`config.mk`:
```
export PLATFORM = sky130hd
export DESIGN_NAME = dmem_dma_flat
export DESIGN_NICKNAME = d
export VERILOG_FILES = /design/src/rtl/dmem_dma_if.sv /design/src/rtl/dmem_dma.sv /design/src/flat_wrapper.sv
export SDC_FILE = /design/constraint.sdc
export NUM_CORES = 1
export LEC_CHECK = 0
export BUFFER_PORTS_ARGS = -buffer_cell sky130_fd_sc_hd__buf_4
export CAP_MARGIN = 20
export CORE_MARGIN = 1.5
export CORE_UTILIZATION = 45
export DETAILED_ROUTE_END_ITERATION = 6
export PLACE_DENSITY = 0.73
export SLEW_MARGIN = 20
export SYNTH_ARGS = -nofsm -noshare
export SYNTH_HDL_FRONTEND = slang
export SYNTH_SLANG_ARGS = --single-unit
```
`constraint.sdc`:
```
create_clock -name clk -period 3.1 [get_ports clk]
set_input_delay 0.155 -clock clk [delete_from_list [all_inputs] [get_ports clk]]
set_output_delay 0.155 -clock clk [all_outputs]
set_load 0.01 [all_outputs]
```
`src/rtl/dmem_dma_if.sv`:
```
// Data-memory port bundle between the copy engine (master) and the
// single-port word memory (slave).
//   we : write enable, write commits on the rising clock edge
//   a  : byte address, [1:0] always 0 from the master
//   wd : write data
//   rd : registered read data, valid the cycle after the address
interface dmem_dma_if;
  logic        we;
  logic [31:0] a;
  logic [31:0] wd;
  logic [31:0] rd;

  modport master (output we, a, wd, input rd);
  modport slave  (input we, a, wd, output rd);
endinterface

```
`src/rtl/dmem_dma.sv`:
```
// Block-copy DMA: copies len 32-bit words from src_addr to dst_addr over the
// data-memory port, one RD cycle then one WR cycle per word.
// Ports:
//   clk, rst_n         clock, async active-low reset
//   start              transfer request, only looked at in IDLE
//   src_addr, dst_addr byte addresses, [1:0] ignored
//   len                word count (0 completes immediately, no accesses)
//   busy               high in RD/WR
//   done               one-cycle pulse after the last write
//   mem                memory port (master side)
module dmem_dma #(
  parameter int LEN_W = 8
) (
  input  logic             clk,
  input  logic             rst_n,
  input  logic             start,
  input  logic [31:0]      src_addr,
  input  logic [31:0]      dst_addr,
  input  logic [LEN_W-1:0] len,
  output logic             busy,
  output logic             done,
  dmem_dma_if.master       mem
);

  typedef enum logic [1:0] {IDLE, RD, WR, DONE} state_t;

  state_t           state, nxt;
  // Pointers hold word addresses only; the 30-bit add wraps modulo 2^32 bytes.
  logic [29:0]      src_ptr, dst_ptr;
  logic [LEN_W-1:0] remaining;

  always_ff @(posedge clk or negedge rst_n) begin
    if (!rst_n) begin
      state     <= IDLE;
      src_ptr   <= '0;
      dst_ptr   <= '0;
      remaining <= '0;
    end else begin
      state <= nxt;
      unique case (state)
        IDLE: if (start) begin
          src_ptr   <= src_addr[31:2];
          dst_ptr   <= dst_addr[31:2];
          remaining <= len;
        end
        RD:   src_ptr <= src_ptr + 30'd1;
        WR: begin
          dst_ptr   <= dst_ptr + 30'd1;
          remaining <= remaining - LEN_W'(1);
        end
        default: ;
      endcase
    end
  end

  // Outputs decode from state only, so reset forces them all to 0 at once.
  always_comb begin
    nxt    = state;
    busy   = 1'b0;
    done   = 1'b0;
    mem.we = 1'b0;
    mem.a  = '0;
    mem.wd = '0;
    unique case (state)
      IDLE: if (start) nxt = (len == '0) ? DONE : RD;
      RD: begin
        busy  = 1'b1;
        mem.a = {src_ptr, 2'b00};
        nxt   = WR;
      end
      WR: begin
        busy   = 1'b1;
        mem.we = 1'b1;
        mem.a  = {dst_ptr, 2'b00};
        // Memory's read register is the only pipeline stage: forward straight through.
        mem.wd = mem.rd;
        nxt    = (remaining == LEN_W'(1)) ? DONE : RD;
      end
      DONE: begin
        done = 1'b1;
        nxt  = IDLE;
      end
      default: nxt = IDLE;
    endcase
  end

endmodule

```
`src/flat_wrapper.sv`:
```
// flat-port wrapper written by rule: the top's interface ports become plain ports
module dmem_dma_flat 
#(
  parameter int LEN_W = 8
)
  (clk, rst_n, start, src_addr, dst_addr, len, busy, done, mem_we, mem_a, mem_wd, mem_rd);
  dmem_dma_if mem_i ();
  input  logic clk;
  input  logic rst_n;
  input  logic start;
  input  logic [31:0] src_addr;
  input  logic [31:0] dst_addr;
  input  logic [LEN_W-1:0] len;
  output logic busy;
  output logic done;
  output wire logic [$bits(mem_i.we)-1:0] mem_we;
  output wire logic [$bits(mem_i.a)-1:0] mem_a;
  output wire logic [$bits(mem_i.wd)-1:0] mem_wd;
  input wire logic [$bits(mem_i.rd)-1:0] mem_rd;
  assign mem_we = mem_i.we;
  assign mem_a = mem_i.a;
  assign mem_wd = mem_i.wd;
  assign mem_i.rd = mem_rd;
  dmem_dma #(.LEN_W(LEN_W)) u_core (.clk(clk), .rst_n(rst_n), .start(start), .src_addr(src_addr), .dst_addr(dst_addr), .len(len), .busy(busy), .done(done), .mem(mem_i));
endmodule
```
* Yosys cells after proc, flatten, opt, wreduce, memory -nomap -nowiden
Cells that the tools add are included.
** Word-level totals
- Flip-flop bits (word level) :: 70
- Output and inout port bits :: 67
- Logic and storage cells :: 34
** Operators by class
- Add/subtract/negate cells :: 3
- Eq/ne operators :: 5
- Muxes and demuxes :: 15
- Reductions and logical operators :: 7
** Operators with widths (count)
- 30-bit case mux with 2 select lines :: 2
- 32-bit case mux with 2 select lines :: 1
- 30-bit by 1-bit adder with 30-bit output (second input constant) :: 2
- 30-bit 2-to-1 mux :: 2
- 32-bit 2-to-1 mux :: 1
- 8-bit case mux with 2 select lines :: 1
- 8-bit by 1-bit equality test with 1-bit output (second input constant) :: 1
- 8-bit zero test :: 1
- 8-bit 2-to-1 mux :: 1
- 2-bit case mux with 4 select lines :: 1
- 8-bit by 1-bit subtractor with 8-bit output (second input constant) :: 1
- 2-bit 2-to-1 mux :: 3
- 2-bit equality test (second input constant) :: 2
- 2-bit AND reduction :: 2
- 2-bit nonzero test :: 2
- 1-bit 2-to-1 mux :: 3
- 2-bit by 1-bit equality test with 1-bit output (second input constant) :: 1
- 2-bit zero test :: 1
- 2-bit != test (second input constant) :: 1
- 2-bit OR reduction :: 1

* Longest topological paths before layout
- Word-level depth :: 4
- Mapped depth :: 9

* Worst setup path before layout
Ideal clock, no wire load.
- Path type :: reg2out
- Start :: register u_core.state[0]
- End :: output port mem_a[27]
- Arrival :: 1916 ps
- Required time :: 2945 ps
- Setup slack :: 1029 ps
- Cell stages (with the launch flop) :: 8
- Path through :: dfrtp_1 inv_1 ha_1 clkbuf_1 clkbuf_1 clkbuf_1 nand2_1 a21boi_0
** On the way
- Cells in the longest elaborated chain, start to end :: 2
- Elaborated cells between the ends (all ways) :: 3
** Ends and longest elaborated chain
- from (decl) :: RTL line dmem_dma.sv:27 : state_t state, nxt;
- from (signal assigned) :: RTL line dmem_dma.sv:39 : state <= nxt;
- 2-bit equality test / 2-bit by 1-bit equality test with 1-bit output (equally long branches) :: RTL line dmem_dma.sv:64 : unique case (state)
- 32-bit case mux with 2 select lines (*) :: RTL line dmem_dma.sv:64
- to (decl) :: RTL line flat_wrapper.sv:17 : output wire logic [$bits(mem_i.a)-1:0] mem_a;
Every way passes the cells marked *; elsewhere a longest branch is shown, timed or not.

* Final worst setup path
- Start :: register u_core.state[0]
- End :: register u_core.dst_ptr[29]
** On the way
- Cells in the longest elaborated chain, start to end :: 3
- Elaborated cells between the ends (all ways) :: 6
** Ends and longest elaborated chain
- 2-bit equality test / 2-bit zero test (equally long branches) :: RTL line dmem_dma.sv:40 : unique case (state)
- 2-bit nonzero test (no line) / 2-bit != test (equally long branches)
- 2-bit AND reduction (no line)
- to (signal assigned) :: RTL line dmem_dma.sv:43 : dst_ptr <= dst_addr[31:2];
- to (signal assigned) :: RTL line dmem_dma.sv:48 : dst_ptr <= dst_ptr + 30'd1;
- to (decl) :: RTL line dmem_dma.sv:29 : logic [29:0] src_ptr, dst_ptr;
Parallel ways exist; a longest one is shown, timed or not.
A chain may end at the register's enable or synchronous reset.

==> flow_metrics.tcl <==
set metrics [dict create \
    worst_clock_skew_ns 0.00750 \
    grt_usage_pct 27.8 \
    post_cts_resized 0 \
    grt_max_degree 104 \
    avgSynthCellArea_um2 7.93 \
    vdd_drop_max_uv 599 \
    coreArea_um2 11000 \
    io_buffers 167 \
    drt_iter0_drc 447 \
    ys_warn_count 0 \
    cts_tree "built" \
    synth_area_um2 5110 \
    clkSinkCount 70 \
    fill_cells 958 \
    synth_top_family_by_area "compound AO/OA/AOI/OAI gates" \
    wirelength_mm 16.7 \
    worstHoldPathCells 2 \
    yosys.area_share.simple_pct 26.8 \
    power_leakage_nw 2.96 \
    reg2reg_depth 9 \
    drt-pass1-iter-count 6 \
    ant_nets 0 \
    die-area_um2 12000 \
    synthCells 645 \
    synth-compound-area-share_pct 28.2 \
    clock.fmax_mhz 399 \
    cp-start-kind "flip-flop" \
    cts_hold_buf 1 \
    rr_startpoint "u_core.state[0]" \
    fin_nets 901 \
    initial_core_util_pct 46.6 \
    die_x_um 110 \
    drive_above_1_share_pct 26.8 \
    wl_per_cell_um 17.9 \
    grt_pass1_wl_mm 26.2 \
    grt_pass1_vias 5232 \
    synthAdderAreaFrac_pct 1.96 \
    fin_crit_sh_pct 80.9 \
    worstSetupStartpoint "u_core.state[0]" \
    clock_path_buffers 2 \
    postCtsSetupBuffers 0 \
    dp.final_hpwl_mm 11.8 \
    row_count 38 \
    die_h_um 110 \
    cts_buffers 9 \
    place.gp.congestion 0.931 \
    worstPathMaxFanout 103 \
    clk_pin_slew_ns 0.06 \
    fin_crit_ns 2.51 \
    ios 174 \
    insertedDiodeCount 0 \
    max_stage_delay_ns 0.41 \
    crit_type "reg2reg" \
    via_count 5669 \
    via_per_inst 6.09 \
    cp.required_ns 3.29 \
    tns_ns 0 \
    rsz0062_at_grt "no" \
    crit_slowest_cell "dfrtp_1" \
    slew_viol_final 0 \
    finalSetupViolations 0 \
    min_path_type "in2reg" \
    power_density_nw_per_um2 999 \
    slew_headroom_pct 36.9 \
    ys_seq_area_share_pct 34.3 \
    maxCapViolCount 0 \
    clockRootBuffer "clkbuf_16" \
    endpoint_kind "flip-flop" \
    antenna_found_initial 0 \
    min-delay-start "src_addr[20]" \
    synthMuxAreaShare_pct 2.50 \
    worst_pin_slew_ns 0.947 \
    syn2layout_area_growth_pct 32.9 \
    synth-xor-area-share_pct 0 \
    worstPathCellList "inv_1 > ha_2 > buf_12 > nand3_1 > nor4_1 > buf_4 > and4_1 > and3_1 > o21ai_0" \
    critPathArrivalTime_ns 2.70 \
    synth_cell_types 54 \
    htreeDepth 3 \
    timing.hold.ws_ns 0.0180 \
    finalHoldViolCount 0 \
    insertion_delay_ns 0.34 \
    status "complete, no violations" \
    overflow 0 \
    yosys_register_bits 70 \
    drcViolationCount 0 \
]
[cell usage after synthesis (all sizes together)]
library cell | count | area (um^2)
dfrtp | 70 | 1750
a21oi | 55 | 275
nand2 | 54 | 203
o21ai | 43 | 215
nand3 | 42 | 215
and2 | 35 | 219
clkbuf | 35 | 131
o22ai | 34 | 213
a22oi | 30 | 225
inv | 30 | 113
nor2b | 23 | 144
nor2 | 22 | 82.6
nand4 | 19 | 140
buf | 16 | 75.1
a2bb2oi | 15 | 131
nor3 | 14 | 75.1
nor4 | 12 | 105
and3 | 9 | 56.3
mux2i | 9 | 90.1
a31oi | 8 | 50.1
ha | 8 | 100
o31ai | 8 | 60.1
a21boi | 7 | 52.6
o211ai | 7 | 52.6
a32oi | 6 | 52.6
o2bb2ai | 6 | 52.6
mux2 | 3 | 37.5
or3 | 3 | 23.8
a21o | 2 | 15.0
and4 | 2 | 17.5
nand2b | 2 | 12.5
nand3b | 2 | 15.0
or2 | 2 | 12.5
or4 | 2 | 16.3
a211o | 1 | 8.76
a221o | 1 | 10.0
a22o | 1 | 8.76
a41oi | 1 | 8.76
and3b | 1 | 8.76
conb | 1 | 3.75
nand4b | 1 | 8.76
nor3b | 1 | 7.51
nor4b | 1 | 8.76
o311ai | 1 | 8.76
[cells in the final DEF, fill, tap and decap left out, drive strengths merged, types with 10 or more instances in the layout]
master,instances
nor2b,23
clkbuf,10
nor3,14
and2,35
nand3,42
o22ai,34
dfrtp,70
o21ai,43
inv,30
nand2,54
nor2,22
buf,179
nand4,19
a22oi,30
a2bb2oi,15
a21oi,55
nor4,12
[report_power, final]
group          switching (mW)  internal (mW)  total (mW)
combinational            1.97           1.56        3.53
sequential              0.731           1.39        2.12
clock                   0.421          0.724        1.14
[sequential cells by signal (all words and copies together), names as in the netlist]
signal	count
u_core.dst_ptr	30
u_core.state	2
u_core.remaining	8
u_core.src_ptr	30
[final cells by class]
cell class | count | area, um^2 | share of cell area (%)
multi-input cells | 495 | 3070 | 45.1
flip-flops and latches | 70 | 1750 | 25.8
repair buffers | 180 | 1370 | 20.1
clock buffers | 10 | 239 | 3.52
well taps | 140 | 175 | 2.58
inverters | 30 | 113 | 1.66
clock inverters | 6 | 85.1 | 1.25
[critical path: cells and delay by family, from the launching register on]
kind                     cells  cell delay [ns]
AO/OA/AOI/OAI                1             0.10
adder cells (fa/ha/maj)      1             0.22
buffers and inverters        3             0.71
flip-flops                   1             0.41
AND/OR/NAND/NOR              4             0.92
[kinds of logic after synthesis]
logic type / count (synthesis)
other: 1
adder cells (fa/ha/maj): 8
AO/OA/AOI/OAI: 226
multiplexers: 12
buffers and inverters: 81
AND/OR/NAND/NOR: 247
flip-flops: 70
[path summary, 6_finish.rpt]
kind	slack, ns	end
max	0.59	u_core.dst_ptr[29]
min	0.02	u_core.src_ptr[18]
max reg2reg	0.59	u_core.dst_ptr[29]
min reg2reg	0.53	u_core.src_ptr[6]
max in group asynchronous	1.97	u_core.src_ptr[22]
min in group asynchronous	0.49	u_core.remaining[3]
[metal layers]
metal	vias to the layer above	global-route usage, %	part of all wire, %
met5	-	0	0
met3	24	5.33	7.3
li1	2674	-	-
met4	0	6.49	1.3
met2	247	44.4	48
met1	2724	38.9	43
[through the flow]
stage | setup slack, ns | power (mW) | std cells | cell area, um^2 | util, %
floorplan | 1.03 | 4.30 | 646 | 5120 | -
global placement | 0.720 | 5.45 | 914 | 6460 | 58.9
detailed placement | 0.675 | 5.58 | 914 | 6460 | 58.9
CTS | 0.613 | 6.75 | 931 | 6800 | 61.9
global route | 0.394 | 7.31 | 931 | 6800 | 61.9
finish | 0.593 | 6.79 | 931 | 6800 | 61.9
Power figures use the tool's default switching activity.
